**config.mk**
```make
export PLATFORM = sky130hd
export DESIGN_NAME = sha3_msg_sequencer
export DESIGN_NICKNAME = d
export VERILOG_FILES = /design/src/rtl/sha3_seq_pkg.sv /design/src/rtl/sha3_rr_arbiter.sv /design/src/rtl/sha3_msg_sequencer.sv
export SDC_FILE = /design/constraint.sdc
export NUM_CORES = 1
export LEC_CHECK = 0
export BUFFER_PORTS_ARGS = -buffer_cell sky130_fd_sc_hd__buf_2
export CAP_MARGIN = 20
export CORE_AREA = 2 2 488 490
export CTS_CLUSTER_SIZE = 30
export DETAILED_ROUTE_END_ITERATION = 16
export DIE_AREA = 0 0 490 492
export PLACE_DENSITY_LB_ADDON = 0.05
export SLEW_MARGIN = 20
export SYNTH_ARGS = -nofsm -noshare
export SYNTH_HDL_FRONTEND = slang
export SYNTH_SLANG_ARGS = --single-unit
```
**constraint.sdc**
```tcl
create_clock -name clk -period 2 [get_ports clk]
set_input_delay 0 -clock clk [delete_from_list [all_inputs] [get_ports clk]]
set_output_delay 0 -clock clk [all_outputs]
set_load 0.05 [all_outputs]
```
**src/rtl/sha3_seq_pkg.sv**
```systemverilog
// Shared types and constants for the SHA3 message sequencer.
package sha3_seq_pkg;

    typedef enum logic [2:0] {
        StClr,
        StIdle,
        StFeed,
        StPad,
        StWait,
        StDone
    } state_e;

    localparam int unsigned WORD_W   = 64;
    localparam int unsigned DIGEST_W = 512;
    localparam int unsigned BYTE_W   = 3;

    localparam logic [BYTE_W-1:0] BYTES_FULL = 3'd0;

endpackage

```
**src/rtl/sha3_rr_arbiter.sv**
```systemverilog
// Combinational round-robin arbiter: priority starts one past the last grant.
module sha3_rr_arbiter #(
    parameter int unsigned N_REQ = 2,
    parameter int unsigned ID_W  = $clog2(N_REQ)
) (
    input  logic [N_REQ-1:0] req_i,
    input  logic [ID_W-1:0]  last_i,
    output logic [N_REQ-1:0] gnt_o,
    output logic [ID_W-1:0]  gnt_id_o
);

    logic found;

    always_comb begin
        gnt_o    = '0;
        gnt_id_o = '0;
        found    = 1'b0;
        // Walk offsets 1..N from the last grant; the first active request wins.
        for (int unsigned k = 1; k <= N_REQ; k++) begin
            for (int unsigned i = 0; i < N_REQ; i++) begin
                if (!found && req_i[i] && ((32'(last_i) + k) % N_REQ == i)) begin
                    found    = 1'b1;
                    gnt_o[i] = 1'b1;
                    gnt_id_o = ID_W'(i);
                end
            end
        end
    end

endmodule

```
**src/rtl/sha3_msg_sequencer.sv**
```systemverilog
// Shares one Keccak-512 core between N_REQ message sources, frames words and returns
// the tagged digest, resetting the core between messages.
module sha3_msg_sequencer
    import sha3_seq_pkg::*;
#(
    parameter int unsigned N_REQ = 2,
    parameter int unsigned ID_W  = $clog2(N_REQ)
) (
    input  logic                      clk,
    input  logic                      reset_n,
    input  logic [N_REQ-1:0]          req_valid,
    input  logic [WORD_W*N_REQ-1:0]   req_data,
    input  logic [N_REQ-1:0]          req_last,
    input  logic [BYTE_W*N_REQ-1:0]   req_bytes,
    output logic [N_REQ-1:0]          req_ready,
    output logic                      dig_valid,
    output logic [DIGEST_W-1:0]       dig_data,
    output logic [ID_W-1:0]           dig_id,
    input  logic                      dig_ready,
    output logic [WORD_W-1:0]         core_in,
    output logic                      core_in_ready,
    output logic                      core_is_last,
    output logic [BYTE_W-1:0]         core_byte_num,
    output logic                      core_reset,
    input  logic                      core_buffer_full,
    input  logic [DIGEST_W-1:0]       core_out,
    input  logic                      core_out_ready,
    output logic                      busy
);

    state_e                state_q, state_d;
    logic [ID_W-1:0]       gnt_q, gnt_d;
    logic [N_REQ-1:0]      gnt_oh_q, gnt_oh_d;
    logic [ID_W-1:0]       last_q, last_d;
    logic [DIGEST_W-1:0]   dig_data_q, dig_data_d;
    logic [ID_W-1:0]       dig_id_q, dig_id_d;

    logic [N_REQ-1:0]      arb_gnt;
    logic [ID_W-1:0]       arb_id;

    logic                  sel_valid;
    logic                  sel_last;
    logic [WORD_W-1:0]     sel_data;
    logic [BYTE_W-1:0]     sel_bytes;

    sha3_rr_arbiter #(
        .N_REQ (N_REQ),
        .ID_W  (ID_W)
    ) u_arb (
        .req_i    (req_valid),
        .last_i   (last_q),
        .gnt_o    (arb_gnt),
        .gnt_id_o (arb_id)
    );

    always_comb begin
        sel_valid = 1'b0;
        sel_last  = 1'b0;
        sel_data  = '0;
        sel_bytes = '0;
        for (int i = 0; i < N_REQ; i++) begin
            if (gnt_oh_q[i]) begin
                sel_valid = req_valid[i];
                sel_last  = req_last[i];
                sel_data  = req_data[i*WORD_W +: WORD_W];
                sel_bytes = req_bytes[i*BYTE_W +: BYTE_W];
            end
        end
    end

    always_comb begin
        state_d       = state_q;
        gnt_d         = gnt_q;
        gnt_oh_d      = gnt_oh_q;
        last_d        = last_q;
        dig_data_d    = dig_data_q;
        dig_id_d      = dig_id_q;
        req_ready     = '0;
        core_in       = '0;
        core_in_ready = 1'b0;
        core_is_last  = 1'b0;
        core_byte_num = '0;
        core_reset    = 1'b0;

        unique case (state_q)
            StClr: begin
                core_reset = 1'b1;
                state_d    = StIdle;
            end
            StIdle: begin
                if (|req_valid) begin
                    gnt_d    = arb_id;
                    gnt_oh_d = arb_gnt;
                    state_d  = StFeed;
                end
            end
            StFeed: begin
                req_ready = core_buffer_full ? '0 : gnt_oh_q;
                if (sel_valid && !core_buffer_full) begin
                    core_in_ready = 1'b1;
                    core_in       = sel_data;
                    if (sel_last) begin
                        // A full final word needs a trailing empty word to carry is_last.
                        if (sel_bytes == BYTES_FULL) begin
                            state_d = StPad;
                        end else begin
                            core_is_last  = 1'b1;
                            core_byte_num = sel_bytes;
                            state_d       = StWait;
                        end
                    end
                end
            end
            StPad: begin
                if (!core_buffer_full) begin
                    core_in_ready = 1'b1;
                    core_is_last  = 1'b1;
                    state_d       = StWait;
                end
            end
            StWait: begin
                if (core_out_ready) begin
                    dig_data_d = core_out;
                    dig_id_d   = gnt_q;
                    state_d    = StDone;
                end
            end
            StDone: begin
                if (dig_ready) begin
                    last_d  = gnt_q;
                    state_d = StClr;
                end
            end
            default: state_d = StClr;
        endcase
    end

    always_ff @(posedge clk or negedge reset_n) begin
        if (!reset_n) begin
            state_q    <= StClr;
            gnt_q      <= '0;
            gnt_oh_q   <= '0;
            last_q     <= ID_W'(N_REQ - 1);
            dig_data_q <= '0;
            dig_id_q   <= '0;
        end else begin
            state_q    <= state_d;
            gnt_q      <= gnt_d;
            gnt_oh_q   <= gnt_oh_d;
            last_q     <= last_d;
            dig_data_q <= dig_data_d;
            dig_id_q   <= dig_id_d;
        end
    end

    assign dig_valid = (state_q == StDone);
    assign dig_data  = dig_data_q;
    assign dig_id    = dig_id_q;
    assign busy      = (state_q != StIdle);

endmodule

```
After elaboration in Yosys (flattened, before gate mapping):

Cells that the tools add are included.

* add/subtract/negate cells: 2
* equality and inequality tests: 12
* muxes and demuxes: 40
* reduce and logical (&&, ||, !) cells: 21

Operator list (number)
* 64-bit two-way mux: 4
* 32-bit logical NOT: 2
* 3-bit two-way mux: 13
* 1-bit two-way mux: 18
* 3-bit one-hot mux with 6 select lines: 1
* 2-bit inequality test (second input constant): 5
* 1-bit logical AND: 8
* 3-bit by 2-bit equality test with 1-bit output (second input constant): 2
* 3-bit equality test (second input constant): 2
* 3-bit logical NOT: 2
* 2-bit AND reduction: 3
* 6-bit AND reduction: 1
* 1-bit logical NOT: 4
* 2-bit two-way mux: 2
* 1-bit one-hot mux with 2 select lines: 2
* 3-bit by 1-bit equality test with 1-bit output (second input constant): 1
* 3-bit by 1-bit inequality test with 1-bit output (second input constant): 1
* 1-bit adder (second input constant): 2
* 2-bit by 1-bit inequality test with 1-bit output (second input constant): 1
* 2-bit OR reduction: 1

* register bits after elaboration: 520
* output and inout bits: 587
* logic and storage cells: 81

Depth between registers and ports, before layout:

Gate-level depths: netlist (run 1).

* depth after elaboration: 16
* mapped depth: 7
* depth with buffers taken out: 4

Hierarchy:

From an unflattened synthesis (run 1), not the netlist that was laid out.

* cells, all modules: 1299
* area total of the unflattened synthesis: 20467.1 µm²

By module, submodules not included
* sha3_msg_sequencer: times used 1, cells an instance 1295, area an instance 20440.9 µm²
* sha3_rr_arbiter: times used 1, cells an instance 4, area an instance 26.3 µm²

Worst setup path after synthesis (run 1):

No wires, ideal clock.

* path kind: register to register
* start: register state_q[0]
* end: register last_q
* setup time: 82 ps
* arrival: 2084 ps
* data required time: 1918 ps
* setup slack: -166 ps
* cell stages (with the launch flop): 5
* buffers on the path: 0
* cell sequence: dfrtp_1 inv_1 nor3_1 nand2_1 mux2_2

* word-level cells in the longest chain between the ends: 2

Ends and longest elaborated chain
* start, declared: line sha3_msg_sequencer.sv:31 `state_e state_q, state_d;`
* start signal, assigned: line sha3_msg_sequencer.sv:140 `state_q <= StClr;`
* start signal, assigned: line sha3_msg_sequencer.sv:147 `state_q <= state_d;`
* 3-bit equality test
* net dig_valid: line sha3_msg_sequencer.sv:16 `output logic dig_valid,`
* 2-bit AND reduction (no source line)
* end signal, assigned: line sha3_msg_sequencer.sv:143 `last_q <= ID_W'(N_REQ - 1);`
* end signal, assigned: line sha3_msg_sequencer.sv:150 `last_q <= last_d;`
* end, declared: line sha3_msg_sequencer.sv:34 `logic [ID_W-1:0] last_q, last_d;`

The timed path passes the listed nets, and every way through them passes these cells.
A chain may end at the register's enable or synchronous reset.

Worst setup path in the final report (run 1):

* start: register gnt_oh_q[1]
* end: output core_in[6]

* word-level cells in the longest chain between the ends: 4
* elaborated cells on any way between the ends: 5
* classes of those cells: mux: 4; reduce/logical: 1

Ends and longest elaborated chain
* start, declared: line sha3_msg_sequencer.sv:33 `logic [N_REQ-1:0] gnt_oh_q, gnt_oh_d;`
* start signal, assigned: line sha3_msg_sequencer.sv:149 `gnt_oh_q <= gnt_oh_d;`
* 1-bit two-way mux: line sha3_msg_sequencer.sv:62 `if (gnt_oh_q[i]) begin`
* 1-bit logical AND: line sha3_msg_sequencer.sv:99 `if (sel_valid && !core_buffer_full) begin`
* 64-bit two-way mux (*): line sha3_msg_sequencer.sv:99
* 64-bit two-way mux (*): line sha3_msg_sequencer.sv:85 `unique case (state_q)`
* end, declared: line sha3_msg_sequencer.sv:20 `output logic [WORD_W-1:0] core_in,`

Every way passes the cells marked *; elsewhere a longest branch is shown, timed or not.

==> results of run 1 <==
## repair_timing
item,4_1_cts,5_1_grt
resized for setup,138,63
pin swaps,6,9
setup buffers,7,15
endpoints found under the hold margin,1036,0
hold buffers,742,0
endpoints found under the setup margin,74,161
gates cloned,3,12
## registers in the layout, indices dropped and copies added (netlist names)
register and cells:
dig_data 512, gnt_oh_q 2, last_q 1, dig_id 1
state_q 3
## worst max-delay path by stage
stage,start,to,depth (start not counted)
5_1_grt,gnt_oh_q[1],core_in[23],6
2_1_floorplan,state_q[2],core_in[10],5
6_report,gnt_oh_q[1],core_in[6],6
3_3_place_gp,gnt_oh_q[1],core_in[7],4
4_1_cts,gnt_oh_q[1],core_in[14],6
3_5_place_dp,gnt_oh_q[1],core_in[7],4
## logic make-up after synthesis
logic type	count (synthesis)	synth area share [%]
AO/OA/AOI/OAI	82	2.65
AND/OR/NAND/NOR	100	1.82
multiplexers	514	33.3
buffers and inverters	84	5.06
flip-flops	519	57.2
## per-stage QoR
step	total power, W	worst slack (ns)	TNS [ns]
after floorplan	0.0480	0.118	0
after global placement	0.0609	0.0687	0
after detailed placement	0.0606	0.0801	0
after CTS	0.0785	-0.418	-23.42
after global routing	0.0809	-0.432	-63.71
final	0.0770	-0.342	-22.46
## report_power, final
part           total [W]  switching, W  internal, W  leakage (nW)
combinational     0.0432        0.0290       0.0142          13.2
clock             0.0147       0.00597      0.00873          1.33
sequential        0.0191       0.00319       0.0159          6.40
## layout by cell type, fill, tap and decap left out, drive strengths merged
cell type | synthesis | routed
clkinvlp | 0 | 2
nand3b | 1 | 1
nand2 | 10 | 10
diode | 0 | 15
bufbuf | 0 | 2
o22ai | 1 | 1
clkinv | 0 | 11
buf | 60 | 1382
nor2 | 73 | 73
nor2b | 2 | 2
nor3b | 1 | 1
o21ai | 5 | 5
dfrtp | 518 | 518
nand3 | 4 | 4
a22oi | 66 | 66
a21o | 1 | 1
a21oi | 3 | 3
and3 | 4 | 4
a31oi | 1 | 1
o211a | 1 | 1
o311ai | 2 | 2
nor3 | 3 | 3
clkbuf | 20 | 142
mux2 | 514 | 514
o32ai | 1 | 1
dlygate4sd3 | 0 | 740
dfstp | 1 | 1
or3 | 2 | 2
a22o | 1 | 1
inv | 4 | 7
## layout make-up
class                   instances  share of cell area, %
repair buffers               2135                   36.3
flip-flops and latches        519                   29.1
multi-input cells             696                   19.5
well taps                    3167                   8.87
clock buffers                 131                   5.68
clock inverters                16                  0.414
diodes                         15                 0.0840
inverters                       4                 0.0336
## metal layers
layer	up-vias	GRT usage (%)
li1	8938	-
met1	9662	10.5
met2	870	19.1
met3	197	3.92
met4	2	5.31
met5	-	0
## worst max-delay path, stage by stage, from the launching register on
cell     delay, ns
dfrtp_4       0.50
nor2b_4       0.06
buf_12        0.15
buf_4         0.17
a22oi_2       0.45
nor2_2        0.10
buf_12        0.17
==> summary by stage, run 1 <==
Hold path
The end of the worst hold path is dig_data[169]. The hold-critical path depth is 3. The startpoint identified for the worst hold timing path is core_out[169]. The worst hold path belongs to the class input pin to flop.

Critical path
The setup path with the least slack is of type flop to output port. In this run the register-to-register setup slack is -0.08 ns. The data required time at the worst endpoint is 2.00 ns. Data arrives at the worst endpoint at ~2.3 ns. The maximum fanout encountered on the critical timing path is 12.

The type of origin of the critical path is a flop. The number of cells on the worst reg-to-reg path is 9. The kind of capture point of the worst setup path is an output port. The end of the worst register-to-register path is dig_data[289]. The startpoint identified for the worst register-to-register timing path is state_q[1].

Layout
After routing the design area is between 40000 and 50000 um2. The post-route non-filler standard cell count is 6683. Cells fill about a fifth of the core in the end. Registers take 13000 um2. The number of fill cells is roughly 26000. In the final design database the tool counted ~4000 nets. The layout overhead on the synthesized area is 96.8%. The area of the multi-input gates is 8730 um2.

The layout cell share with drive strength beyond 1 is between 50% and 60%.

Routing
The highest metal layer with signal wires is met5. The routed design has ~130000 um of wire. The remaining design rule violation count is 0. In the final routed layout, each cell accounts on average for between 15 and 20 um. The post-route antenna net violation count is 0. The average via count per standard cell is ~3. For this block, wires on met1 add up to between 40000 and 50000 um. The pre-antenna-repair detailed-routing pass consisted of 4 iterations. The total via count in the routed design is between 15000 and 20000. The total length of routed met2 wires is just under 70000 um. The number of DRC markers in iteration 0 is slightly below 600. Wire segments on met3 add up to ~11000 um in the final route.

Floorplan
The starting utilization of the core area is about a tenth. The core region area is approximately 240000 um2. The die is between 400 and 500 um tall. In this run the core area contains approximately 180 standard-cell rows. The die area is 241000 um2. The I/O pin count is between 1000 and 1500. The die is around 490 um wide.

Global route
The via count of the first global-routing pass came to between 20000 and 25000. Entering global routing, the biggest net connects 65 pins. The initial antenna violation count is 30. The global-route wire length before repair is between 150000 and 200000 um. The total overflow reported by the global router is 0. The overall global routing resource usage is a little over a tenth.

Synth
The synthesized netlist occupies a cell area of 22700 um2. Sorting the synthesized cells by area gives the leading types as dfrtp_1, mux2_4, buf_12, a22oi_1, mux2_2. The cell taking the most area after synthesis is dfrtp_1. After synthesis, flip-flops and latches occupy 57.2% of the total area. The post-synthesis async set-or-reset flop share is between 90% and 100%. The share of Yosys cell area claimed by the top area cell type is 57.1%. In the synthesized netlist, the number of instances is roughly 1300.

The commonest cells after synthesis are dfrtp_1, mux2_4, nor2_1, a22oi_1. Synthesis produced a netlist with a net count of 1954. For this run, the number of Yosys warnings is 0. Dividing the synthesized area by the synthesized cell count gives roughly 17 um2. The number of flip-flops and latches in the synthesized netlist is 519. The most common cell in the synthesized netlist is dfrtp_1. The number of synthesized flops with an enable pin is 0. Synthesis instantiated 31 different standard cells from the library. Among all flip-flop cells after synthesis, the most frequent one is dfrtp_1.

Outcome
The run finished, with violations left. The final reports fail on setup timing.

Place
At the end of routability-driven placement, the weighted congestion stood at between 0.8 and 0.9. The number of port buffers is 1241. Once placement completed, the tool counted placed cells totaling between 5000 and 6000. In this run the cell area measured after placement is between 30000 and 40000 um2. After legalization and detailed placement, the total HPWL measured about 100000 um.

Job
Across the run, the number of max-cap violations was 0.

Timing
The relative max-transition margin is just over 50%. The number of hold-slack violations in the final timing report is 0. Clock skew on the completed layout was measured at 0.0163 ns. At the pin with the least slew margin, the transition time is about 0.72 ns. The share of the cycle needed by the critical path after routing is 117%. Setup repair after global routing could not meet its margin everywhere. The worst path in the final design needs a cycle of approximately 2.3 ns, including I/O delays and setup. The upper clock frequency limit is between 400 and 500 MHz. Setup violations remaining at the end of the flow were counted as roughly 370.

The post-route worst hold slack is 0.0918 ns. The final-report max-slew violation count is 0. The slack of the critical path is -0.342 ns.

Power
The leakage power is ~21 nW. The ratio of total power to cell area is between 1500 and 2000 nW/um2. Across the VDD grid, the largest voltage drop is 0.748 mV.

Clocking
TritonCTS built the clock tree. The clock input transition at the sequential cells of the worst setup and hold paths is ~0.050 ns. Clock tree synthesis inserted a total of 83 buffers. The total clock sinks is between 500 and 600. No sink is reached through more buffers than the 3 on the longest clock path. In this run the clock root is driven by a clkbuf_16. The H-tree was split into 3 levels. The later pin in the worst-skew pair is clocked with a latency of slightly below 0.7 ns.
No activity file was read; power rests on OpenSTA's default activity.
==> run 2: changes to the inputs <==
CORE_AREA = 2 2 480 482   (was 2 2 488 490)
DIE_AREA = 0 0 482 484   (was 0 0 490 492)
==> summary by stage, run 2 (synthesized netlist as in run 1, its figures left out) <==
Outcome
The flow ran to the end, but the final reports show violations. The final reports fail on setup timing.

Place
The placer congestion estimate is 0.835 (+1.2%). The number of port buffers came to 1241 (unchanged). The post-placement setup slack was -0.00533 ns (-0.0855 ns). The detailed-placement wirelength estimate was 109000 um (+4.5%). The standard cell area after detailed placement is 33000 um2 (-0.65%).

Critical path
The count of buffer and inverter cells on the critical path is 3 (unchanged). The critical path's slowest cell is dfrtp_2. The end of the worst register-to-register path is gnt_oh_q[1]. On the critical path the largest part of the delay comes from buffers and inverters.

The largest stage delay on the critical path was 0.49 ns (about the same). STA classifies the critical path endpoint as an output port. The slack of the worst reg-to-reg path is 0.06 ns (+0.14 ns). The worst setup path is launched from a flop.

The startpoint identified for the worst register-to-register timing path is state_q[1]. The maximum fanout encountered on the critical timing path is 8 (-4). The data required time at the worst endpoint is 2.00 ns (about the same).

The number of logic stages on the critical path including buffering is 5 (-1). The length in cells of the worst reg-to-reg path is 7 (-2). The worst setup path is of the flop to output port kind. The data arrival time of the critical path came to 2.29 ns (-0.05 ns).

Walking the worst path, the cells encountered are buf_12, buf_16, a22oi_2, nor2_2, buf_12. The cell repeated most along the worst path is buf_12.

Timing
The final setup violation count is 68 (-82%). The slew of the pin with the lowest slew margin is 0.593 ns (-0.130 ns). The upper clock frequency limit is 437 MHz (+2.4%). The share of the cycle needed by the critical path after routing is 114% (-2.8 points). The number of hold-slack violations in the final timing report is 0 (unchanged). The relative max-transition margin is 60.5% (+8.6 points).

The clock tree skew after final layout came to 0.0335 ns (+0.0172 ns). The final-report max-slew violation count is 0 (unchanged). The slack of the critical path is -0.286 ns (+0.0554 ns). The final critical-path required period came to 2.29 ns (-0.0554 ns). Setup repair after global routing could not meet its margin everywhere.

Hold path
For hold timing, the worst endpoint is dig_data[16]. The origin of the worst min-delay path is core_out[16]. The worst hold path class is input pin to flop.

The hold-critical path depth is 3 (unchanged).

Layout
From synthesis to final layout, the design area changed by 101%. The layout cell share with drive strength beyond 1 was 61.3% (+2.2 points). The final-stage net count is 4098 (+0.098%).

The flip-flop count of the largest register, all copies and words added is 512 (unchanged). The area of all placed cells without fillers came to 45700 um2 (+2.3%). Leaving out fill and tap cells, the most frequent cell in the layout is buf_2. The number of fill cells was 25100 (-3.9%). Leaving out fill and tap cells, the most frequent cells in the layout are buf_2, dlygate4sd3_1, dfrtp_1.

Floorplan
The starting utilization of the core area is 9.93% (+0.32 points). The number of core rows came to 176 (-1.7%). The I/O pin count is 1242 (unchanged).

The horizontal die dimension is 482 um (-1.6%). The core region area came to 229000 um2 (-3.3%). The die area came to 233000 um2 (-3.2%). The y dimension of the die is 484 um (-1.6%).

Routing
The count of TritonRoute iterations in the first routing pass was 4 (unchanged). The post-route antenna net violation count came to 0 (unchanged). The average wire per cell in the routed design is 21.7 um (+9.8%). The number of DRC markers in iteration 0 was 627 (+7.2%). The total via count in the routed design is 20100 (+2.0%).

The remaining design rule violation count came to 0 (unchanged). The average via count per standard cell came to 3.05 (+3.8%). The total routed wirelength is 143000 um (+7.9%).

Clocking
The clock input transition at the sequential cells of the worst setup and hold paths is 0.05 ns (about the same). The H-tree depth reported by CTS is 3 (unchanged). TritonCTS built the clock tree. The total clock sinks is 519 (unchanged).

The number of clock buffers inserted by TritonCTS is 80 (-3.6%). The latest clock arrival within the worst-skew pair was 0.68 ns (about the same). The number of buffers on the longest clock path is 3 (unchanged). The library cell used as clock root buffer is clkbuf_16.

Global route
The total overflow reported by the global router was 0 (unchanged). The global-route wire length before repair is 188000 um (+4.1%). The initial antenna violation count is 74 (+150%). The maximum number of pins on one net before global-route repair is 45 (-31%). The via count of the first global-routing pass was 22800 (+1.2%). The overall global routing resource usage is 11.6% (+1.0 points).

Power
The leakage power is 21.1 nW (+0.88%). The ratio of total power to cell area is 1710 nW/um2 (-0.91%). The peak ir drop on the vdd network came to 0.768 mV (+2.6%).

Job
The max capacitance violation total is 0 (unchanged).
==> run 2: cell types whose count changed in the layout (fill, tap and decap cells not counted), moves of 14 or more <==
cell / previous run / this run
diode_2: 15 / 40
buf_4: 87 / 48
buf_6: 73 / 59
a22oi_2: 5 / 52
buf_12: 40 / 63
nor2_2: 5 / 24
clkbuf_8: 24 / 8
nor2_1: 64 / 21
a22oi_1: 61 / 14
nor2_4: 4 / 28
==> run 2: per-stage QoR <==
stage	power, W	utilization (%)	hold WS (ns)	instances	TNS [ns]
global route	0.0817	20.0	0.0383	6557	-18.92
floorplan	0.0480	-	-0.296	1299	0
detailed placement	0.0600	14.4	0.0857	5566	-0.00533
finish	0.0781	20.0	0.106	6569	-9.87
CTS	0.0787	19.4	0.000202	6492	-21.29
global placement	0.0602	14.4	0.0880	5566	0
==> run 2: timing repair <==
action | CTS | global route
buffers inserted | 23 | 27
pin swaps | 19 | 52
gates cloned | 13 | 22
setup endpoints to repair | 73 | 297
gates resized for setup | 208 | 139
endpoints found under the hold margin | 1036 | 0
hold buffers | 748 | 0
==> run 2: worst max-delay path by stage <==
stage / from / end / slack, ns
after detailed placement: gnt_oh_q[0] / core_byte_num[1] / -0.005
after global routing: state_q[1] / core_in[8] / -0.34
after CTS: gnt_oh_q[0] / core_in[4] / -0.42
after floorplan: state_q[2] / core_in[10] / 0.12
after global placement: gnt_oh_q[0] / core_byte_num[2] / 0.02
final: gnt_oh_q[1] / core_in[4] / -0.29
==> run 2: tightest hold or removal path, stage by stage <==
cell and delay (ns):
dlygate4sd3_1 0.53, buf_2 0.11, mux2_4 0.13
==> run 2: area by class of cell <==
class	instances	area (um2)	area share [%]
repair buffers	2142	17000	37.2
clock buffers	119	2270	4.97
inverters	4	15.0	0.0329
clock inverters	23	317	0.693
well taps	3026	3790	8.29
multi-input cells	696	9240	20.2
flip-flops and latches	519	13000	28.4
diodes	40	100	0.219
==> run 2: report_power, final <==
group / internal, W / switching [W] / total [W]
Clock: 0.00841 / 0.00577 / 0.0142
Sequential: 0.0159 / 0.00324 / 0.0191
Combinational: 0.0151 / 0.0296 / 0.0447
==> run 2: per-layer routing <==
layer,global-route usage (%),up-vias,part of all wire [%]
met1,10.6,9846,33
met2,21.5,924,52
met4,6.75,26,5.6
met3,4.38,261,8.9
li1,-,9003,-
met5,0,-,0.12
